<file path="src/rtl/reg_write_arbiter_if.sv">
// Bus between the requesters and the register-file write-port arbiter.
// The arbiter side uses the slave modport; the requester side uses master.
interface reg_write_arbiter_if #(
    parameter int unsigned NUM_REQ    = 4,
    parameter int unsigned DATA_WIDTH = 32,
    parameter int unsigned ADDR_WIDTH = 5
);
    localparam int unsigned IdxW = $clog2(NUM_REQ);

    logic [NUM_REQ-1:0]            req;
    logic [NUM_REQ-1:0]            lock;
    logic [NUM_REQ*ADDR_WIDTH-1:0] addr;
    logic [NUM_REQ*DATA_WIDTH-1:0] data;
    logic [NUM_REQ-1:0]            ack;
    logic                          wr_en;
    logic [ADDR_WIDTH-1:0]         wr_addr;
    logic [DATA_WIDTH-1:0]         wr_data;
    logic [IdxW-1:0]               owner;
    logic                          busy;

    modport master (
        output req, lock, addr, data,
        input  ack, wr_en, wr_addr, wr_data, owner, busy
    );

    modport slave (
        input  req, lock, addr, data,
        output ack, wr_en, wr_addr, wr_data, owner, busy
    );
endinterface

</file>
<file path="src/rtl/reg_write_arbiter.sv">
// Round-robin arbiter sharing one register-file write port, with a lock that lets
// one requester keep the port across consecutive writes.
module reg_write_arbiter #(
    parameter int unsigned NUM_REQ    = 4,
    parameter int unsigned DATA_WIDTH = 32,
    parameter int unsigned ADDR_WIDTH = 5
) (
    input logic                clk,
    input logic                clear_n,
    reg_write_arbiter_if.slave bus
);
    localparam int unsigned IdxW = $clog2(NUM_REQ);

    typedef enum logic {StIdle, StLocked} state_e;

    state_e                  state_q, state_d;
    logic [IdxW-1:0]         ptr_q;
    logic [IdxW-1:0]         owner_q;
    logic                    wr_en_q;
    logic [ADDR_WIDTH-1:0]   wr_addr_q;
    logic [DATA_WIDTH-1:0]   wr_data_q;

    logic [NUM_REQ-1:0]      grant;
    logic [NUM_REQ-1:0]      ack;
    logic [IdxW-1:0]         grant_idx;
    logic [IdxW:0]           cand;
    logic                    found;
    logic                    xfer;
    logic                    sel_lock;
    logic [IdxW-1:0]         ptr_next;

    // State register
    always_ff @(posedge clk or negedge clear_n) begin
        if (!clear_n) begin
            state_q <= StIdle;
        end else begin
            state_q <= state_d;
        end
    end

    // Next-state logic
    always_comb begin
        state_d = state_q;
        case (state_q)
            StIdle: begin
                if (xfer && sel_lock) state_d = StLocked;
            end
            StLocked: begin
                // Without a transfer req[owner] is low, so only the lock hint matters.
                if (xfer) begin
                    if (!sel_lock) state_d = StIdle;
                end else if (!bus.lock[owner_q]) begin
                    state_d = StIdle;
                end
            end
        endcase
    end

    // Grant / output logic
    always_comb begin
        grant     = '0;
        grant_idx = '0;
        cand      = '0;
        found     = 1'b0;
        if (state_q == StLocked) begin
            grant_idx        = owner_q;
            grant[owner_q]   = bus.req[owner_q];
        end else begin
            for (int k = 0; k < int'(NUM_REQ); k++) begin
                cand = {1'b0, ptr_q} + (IdxW+1)'(k);
                if (cand >= (IdxW+1)'(NUM_REQ)) cand = cand - (IdxW+1)'(NUM_REQ);
                if (!found && bus.req[cand[IdxW-1:0]]) begin
                    found                   = 1'b1;
                    grant_idx               = cand[IdxW-1:0];
                    grant[cand[IdxW-1:0]]   = 1'b1;
                end
            end
        end
        ack = grant & {NUM_REQ{clear_n}};
    end

    assign xfer     = |(bus.req & ack);
    assign sel_lock = bus.lock[grant_idx];
    assign ptr_next = (grant_idx == IdxW'(NUM_REQ - 1)) ? '0 : grant_idx + 1'b1;

    always_ff @(posedge clk or negedge clear_n) begin
        if (!clear_n) begin
            ptr_q     <= '0;
            owner_q   <= '0;
            wr_en_q   <= 1'b0;
            wr_addr_q <= '0;
            wr_data_q <= '0;
        end else begin
            wr_en_q <= xfer;
            if (xfer) begin
                wr_addr_q <= bus.addr[int'(grant_idx)*ADDR_WIDTH +: ADDR_WIDTH];
                wr_data_q <= bus.data[int'(grant_idx)*DATA_WIDTH +: DATA_WIDTH];
            end
            // Pointer and owner are frozen while the port is locked.
            if (xfer && state_q == StIdle) begin
                ptr_q   <= ptr_next;
                owner_q <= grant_idx;
            end
        end
    end

    assign bus.ack     = ack;
    assign bus.wr_en   = wr_en_q;
    assign bus.wr_addr = wr_addr_q;
    assign bus.wr_data = wr_data_q;
    assign bus.owner   = owner_q;
    assign bus.busy    = (state_q == StLocked);

`ifndef SYNTHESIS
    logic [NUM_REQ-1:0] owner_mask;
    assign owner_mask = NUM_REQ'(1) << owner_q;

    a_ack_onehot0: assert property (@(posedge clk) $onehot0(ack));
    a_wr_latency: assert property (@(posedge clk) disable iff (!clear_n)
        wr_en_q == $past(xfer));
    a_locked_excl: assert property (@(posedge clk) disable iff (!clear_n)
        bus.busy |-> ((ack & ~owner_mask) == '0));
`endif
endmodule

</file>
<file path="src/flat_wrapper.sv">
// flat-port wrapper written by rule: the top's interface ports become plain ports
module reg_write_arbiter_flat 
#(
    parameter int unsigned NUM_REQ    = 4,
    parameter int unsigned DATA_WIDTH = 32,
    parameter int unsigned ADDR_WIDTH = 5
)
  (clk, clear_n, bus_req, bus_lock, bus_addr, bus_data, bus_ack, bus_wr_en, bus_wr_addr, bus_wr_data, bus_owner, bus_busy);
  reg_write_arbiter_if #(.NUM_REQ(NUM_REQ), .DATA_WIDTH(DATA_WIDTH), .ADDR_WIDTH(ADDR_WIDTH)) bus_i ();
  input logic clk;
  input logic clear_n;
  input wire logic [$bits(bus_i.req)-1:0] bus_req;
  input wire logic [$bits(bus_i.lock)-1:0] bus_lock;
  input wire logic [$bits(bus_i.addr)-1:0] bus_addr;
  input wire logic [$bits(bus_i.data)-1:0] bus_data;
  output wire logic [$bits(bus_i.ack)-1:0] bus_ack;
  output wire logic [$bits(bus_i.wr_en)-1:0] bus_wr_en;
  output wire logic [$bits(bus_i.wr_addr)-1:0] bus_wr_addr;
  output wire logic [$bits(bus_i.wr_data)-1:0] bus_wr_data;
  output wire logic [$bits(bus_i.owner)-1:0] bus_owner;
  output wire logic [$bits(bus_i.busy)-1:0] bus_busy;
  assign bus_i.req = bus_req;
  assign bus_i.lock = bus_lock;
  assign bus_i.addr = bus_addr;
  assign bus_i.data = bus_data;
  assign bus_ack = bus_i.ack;
  assign bus_wr_en = bus_i.wr_en;
  assign bus_wr_addr = bus_i.wr_addr;
  assign bus_wr_data = bus_i.wr_data;
  assign bus_owner = bus_i.owner;
  assign bus_busy = bus_i.busy;
  reg_write_arbiter #(.NUM_REQ(NUM_REQ), .DATA_WIDTH(DATA_WIDTH), .ADDR_WIDTH(ADDR_WIDTH)) u_core (.clk(clk), .clear_n(clear_n), .bus(bus_i));
endmodule
</file>
<file path="config.mk">
export PLATFORM = sky130hd
export DESIGN_NAME = reg_write_arbiter_flat
export DESIGN_NICKNAME = d
export VERILOG_FILES = /design/src/rtl/reg_write_arbiter_if.sv /design/src/rtl/reg_write_arbiter.sv /design/src/flat_wrapper.sv
export SDC_FILE = /design/constraint.sdc
export NUM_CORES = 1
export LEC_CHECK = 0
export BUFFER_PORTS_ARGS = -buffer_cell sky130_fd_sc_hd__buf_2
export CAP_MARGIN = 20
export CORE_MARGIN = 3
export CORE_UTILIZATION = 45
export CTS_CLUSTER_SIZE = 28
export DETAILED_ROUTE_END_ITERATION = 16
export GPL_TIMING_DRIVEN = 0
export PLACE_DENSITY_LB_ADDON = 0.05
export SYNTH_ARGS = -nofsm -noshare
export SYNTH_HDL_FRONTEND = slang
export SYNTH_SLANG_ARGS = --single-unit
</file>
<file path="constraint.sdc">
create_clock -name clk -period 4.4 [get_ports clk]
set_input_delay 0.22 -clock clk [delete_from_list [all_inputs] [get_ports clk]]
set_output_delay 0.22 -clock clk [all_outputs]
set_load 0.03 [all_outputs]
</file>
# Word level (Yosys, flattened, before mapping)
# Index checks and enable logic that the tools add are counted.
[op_classes] addsub=8 multipliers=1 order_cmp=15 n_eq_ne=1 shift=2 muxes=57 n_bitwise=7 n_reduce_logical=14
[ops] op="128-bit by 8-bit indexed part select with 32-bit output" n=1
[ops] op="4-bit two-way mux" n=8
[ops] op="2-bit two-way mux" n=14
[ops] op="1-bit two-way mux" n=22
[ops] op="20-bit by 6-bit indexed part select with 5-bit output" n=1
[ops] op="2-bit by 3-bit < comparator with 1-bit output (second input constant)" n=6
[ops] op="1-bit binary-select mux with 2-bit select" n=7
[ops] op="4-bit AND" n=3
[ops] op="4-bit bitwise OR" n=3
[ops] op="1-bit demux with 2-bit select" n=5
[ops] op="2-bit by 1-bit >= comparator with 1-bit output (second input constant)" n=5
[ops] op="1-bit logical AND" n=10
[ops] op="3-bit >= comparator (second input constant)" n=3
[ops] op="2-bit by 1-bit subtractor with 2-bit output (second input constant)" n=4
[ops] op="2-bit by 2-bit adder with 3-bit output (second input constant)" n=2
[ops] op="2-bit by 3-bit multiplier with 5-bit output (second input constant)" n=1
[ops] op="4-bit OR reduction" n=1
[ops] op="2-bit by 1-bit adder with 3-bit output (second input constant)" n=1
[ops] op="2-bit by 3-bit >= comparator with 1-bit output (second input constant)" n=1
[ops] op="1-bit zero test" n=3
[ops] op="2-bit by 1-bit adder with 2-bit output (second input constant)" n=1
[ops] op="2-bit == test (second input constant)" n=1
[ops] op="1-bit case mux with 2 select lines" n=1
[ops] op="1-bit inverter" n=1
[word_totals] ff_bits=43 wordCells=111

# Longest topological paths before layout
[depth] depth_word=25 ltp_mapped=13 depth_no_buf=10

# Worst setup path after synthesis
# Ideal clock, no wire load.
[synth_path] path_type="reg-to-reg" start="register u_core.ptr_q[0]" end="register u_core.wr_data_q[12], in the netlist u_core.bus.wr_data[12]" setup_time_ps=125 t_arrival_ps=3074 required_time_ps=4275 path_slack_ps=1201 stages_incl_launch_ff=14 period_less_slack_ps=3199 path_cell_list="dfrtp_1 buf_2 inv_1 ha_1 mux4_2 nor3_1 a21oi_1 o31ai_1 buf_2 buf_6 buf_6 mux2i_1 mux2i_1 mux2_4"
[synth_between] elab_chain_len=22 elab_cells_between_ends=79
[synth_rtl] item="start: declaration" line="reg_write_arbiter.sv:17" rtl="logic [IdxW-1:0] ptr_q;"
[synth_rtl] item="start signal: assignment" line="reg_write_arbiter.sv:101" rtl="ptr_q <= ptr_next;"
[synth_rtl] item="branches (longest 22 deep; another with 2-bit by 1-bit adder with 3-bit output)"
[synth_rtl] item="end signal: assignment" line="reg_write_arbiter.sv:97" rtl="wr_data_q <= bus.data[int'(grant_idx)*DATA_WIDTH +: DATA_WIDTH];"
[synth_rtl] item="end: declaration" line="reg_write_arbiter.sv:21" rtl="logic [DATA_WIDTH-1:0] wr_data_q;"
# Parallel ways; which one is timed is not known. The select of a mux whose other input is x is not followed.
# A chain may end at the register's enable or synchronous reset.

# Worst setup path after layout
[layout_path] start="register u_core.ptr_q[0]" end="register u_core.wr_data_q[9], in the netlist u_core.bus.wr_data[9]"
# Same word-level chain as after synthesis.

==> summary.txt <==
Run status
  • Status: finished clean

STA
  • Worst rel slew slack: 59.0%
  • Period minus WS final: between 3 and 4 ns
  • Max Fclk: 266 MHz
  • TNS Setup: 0 ns
  • Final Hold Fails: 0
  • Final hold slack: between 0.3 and 0.4 ns
  • Max-slew violation count: 0
  • Slew @ Worst Pin: 0.614 ns
  • Worst Skew: 0.00929 ns
  • Unrepaired setup endpoints after global routing: no
  • Number of endpoints failing setup at the final stage: 0
  • Final period utilization: 85.5%

Worst setup path
  • R2r worst-path depth: 13
  • Setup CP Type: reg2reg
  • Max FO, Critical Path: 10
  • WP data arrival: 3.95 ns
  • Max incr delay on CP: between 0.5 and 0.6 ns
  • CP Capture Point: u_core.bus.wr_data[9]
  • Slowest CP cell: dfrtp_1
  • CP Data Required Time: 4.58 ns
  • WP depth: 13
  • Crit. Startpoint: u_core.ptr_q[0]
  • CP cell instances: buf_2, inv_1, ha_1, mux4_2, nor3_1, a21oi_1, o31ai_1, buf_2, buf_6, buf_6, mux2i_1, mux2i_1, mux2_4
  • Reg2reg start: u_core.ptr_q[0]
  • CP endpoint kind: register
  • Reg-to-reg endpoint: u_core.bus.wr_data[9]
  • Buf+Inv Stages, Crit Path: 5
  • Delay-heaviest family, CP: multiplexers
  • Setup crit start kind: register
  • R2r setup slk: 0.64 ns

Layout
  • Area Growth Syn to Fin: 34.1%
  • Number of fill cells: 680
  • Most frequent cells in the layout: buf_2 (207), mux2i_1 (115), dfrtp_1 (43)
  • Share of cells above drive strength 1: 53.3%
  • Final net count: 695
  • Most common cell after layout, fill and taps aside: buf_2
  • N_diodes: 0

Min path
  • Worst hold path class: in2reg
  • Hold Crit Depth: 4

Routing
  • Wirelength, routed: 9830 µm
  • DRT antenna net count: 0
  • Routed wire length per instance: 15.6 µm
  • Vias per cell: 5.19
  • Drt pass-1 iters: 4
  • DRC: 0
  • Via count: 3275
  • DR iter-0 viols: 124

Die
  • IO Count: 203
  • Chip height: roughly 96 µm
  • Initial Util: 46.8%
  • Core ar.: 0.00777 mm²
  • Die ar.: 0.00919 mm²
  • Core Rows: 32
  • Die W: about 96 µm

Clock network
  • CTS tree: built
  • # hold bufs at CTS: 0
  • Clock-pin slew on the worst setup and hold paths: 0.08 ns
  • Root Buffer: clkbuf_8
  • Post-CTS Setup Bufs: 0
  • Clock buffer depth: 2
  • Cts bufs inserted: 5
  • Resize count post-CTS: 0
  • Clk sink count: 43
  • Worst skew pair latency: around 0.29 ns
  • H-Tree Level Count: 2

Global routing
  • GR Overflow Total: 0
  • GRT Total Usage: 19.9%
  • Vias in the first global route: about 3000
  • Largest net degree at the start of global routing: 52
  • Initial antenna violation count: 0
  • Global-route wire length before repair: about 14000 µm

Power and ir drop
  • Switching pwr: 2.07 mW
  • Logic pwr share: a little under 80%
  • Clock power frac: under 10%
  • PwrDens: around 910 mW/mm²
  • Sw Share: 46.8%
  • Worst VDD drop: 0.364 mV
  • Leak pwr: 2.61 nW
  • Sequential Power Share: 16.9%
  • P_int: 2.36 mW

Synth
  • Synth unique cells: 42
  • Post-Syn Nets: ~490
  • FFs w/ async S/R, synth: 100%
  • Top FF cell, synth: dfrtp_1
  • Yosys warning count: 0
  • Sequential area share after synthesis: roughly 30%
  • Avg Cell Area, Syn: 11.4 µm²
  • Mapped Area: 0.00363 mm²
  • Post-synth EDFFs: 0
  • Mapped Cells: 320
  • Number of synthesized register bits: 43

Place
  • Port buffer count: 199
  • HPWL reported at the end of detailed placement: 7860 µm
  • GPL Wtd Cong: 0.836

Flow run
  • Max Cap Viol: 0
-- worst register-to-register path: cells and delay by family (launching register included) --
kind / cells / cell delay (ns)
multiplexers: 4 / 1.06
AO/OA/AOI/OAI: 2 / 0.37
AND/OR/NAND/NOR: 1 / 0.25
adder cells (fa/ha/maj): 1 / 0.40
flip-flops: 1 / 0.54
buffers and inverters: 5 / 1.03
-- logic make-up (layout without fill, tap and decap cells) --
group	count (synthesis)	count (layout)	synth area share, %
muxes	162	162	48.5
DFF	43	43	29.6
and+or+nand+nor	37	37	5.72
buffers and inverters	35	244	6.44
AOI/OAI and AO/OA	34	34	6.61
adders and majority gates	9	9	3.10
-- through the flow --
stage / instances / util [%] / setup WS (ns) / total power, mW / area, µm²
global placement: 621 / 61.2 / 0.696 / 4.16 / 4760
finish: 631 / 62.7 / 0.637 / 4.43 / 4870
floorplan: 320 / - / 1.20 / 3.48 / 3630
detailed placement: 621 / 61.2 / 0.611 / 4.21 / 4760
global route: 631 / 62.7 / 0.421 / 4.74 / 4870
CTS: 629 / 62.3 / 0.586 / 4.47 / 4840
-- power by group through the flow --
stage	Combinational, mW	Clock, mW	Sequential [mW]
CTS	3.46	0.256	0.749
finish	3.44	0.244	0.748
floorplan	2.35	0	1.13
global route	3.69	0.271	0.779
global placement	3.41	0	0.749
detailed placement	3.46	0	0.753
-- flip-flops by register name (all words and copies together) (netlist names) --
signal and cells:
u_core.bus.wr_addr 5, u_core.bus.busy 1, u_core.bus.wr_data 32, u_core.bus.wr_en 1
u_core.bus.owner 2, u_core.ptr_q 2
-- worst min-delay path by stage --
stage                      startpoint                     end  slack [ns]
2_1_floorplan                 clear_n         u_core.bus.busy       -0.08
3_3_place_gp   u_core.bus.wr_data[22]  u_core.bus.wr_data[22]        0.47
3_5_place_dp                  clear_n  u_core.bus.wr_data[11]        0.48
4_1_cts                       clear_n  u_core.bus.wr_data[11]        0.16
5_1_grt                  bus_data[31]  u_core.bus.wr_data[31]        0.33
6_report                 bus_data[15]  u_core.bus.wr_data[15]        0.32
-- routing by layer --
| layer | vias up | wire (µm) | GRT usage, % |
|---|---|---|---|
| li1 | 1609 | - | - |
| met1 | 1534 | 4100 | 25.4 |
| met2 | 128 | 4870 | 34.7 |
| met3 | 4 | 811 | 4.07 |
| met4 | 0 | 51 | 4.50 |
| met5 | - | 0 | 0 |
-- cell type report --
type / count / area [µm²] / area share [%]
multi-input combinational: 242 / 2320 / 47.7
sequential: 43 / 1080 / 22.1
timing repair buffer: 201 / 1030 / 21.1
buffer: 25 / 196 / 4.03
tap: 102 / 128 / 2.62
clock buffer: 6 / 72.6 / 1.49
inverter: 10 / 37.5 / 0.770
clock inverter: 2 / 12.5 / 0.257
-- cells in the mapped netlist, types with 2 or more instances --
master      n  area share (%)
mux4_2      4             2.5
a21oi_1    15             2.1
buf_2       8             1.1
inv_1      10             1.0
dfrtp_1    43              30
nand2_1     8            0.83
clkbuf_1    2            0.21
mux2_4     10             4.1
nand2b_1    3            0.52
o21ai_0     5            0.69
nand3_1     3            0.41
mux2_1      3            0.93
nor3_1      4            0.55
nor4_1      4            0.69
nor2_1      6            0.62
and3_1      2            0.34
o31ai_2     2            0.69
buf_6       5             1.5
ha_1        9             3.1
mux2_2     30             9.3
buf_4       7             1.4
mux2i_1   115              32
o221ai_1    3            0.72
Power figures use the tool's default switching activity.
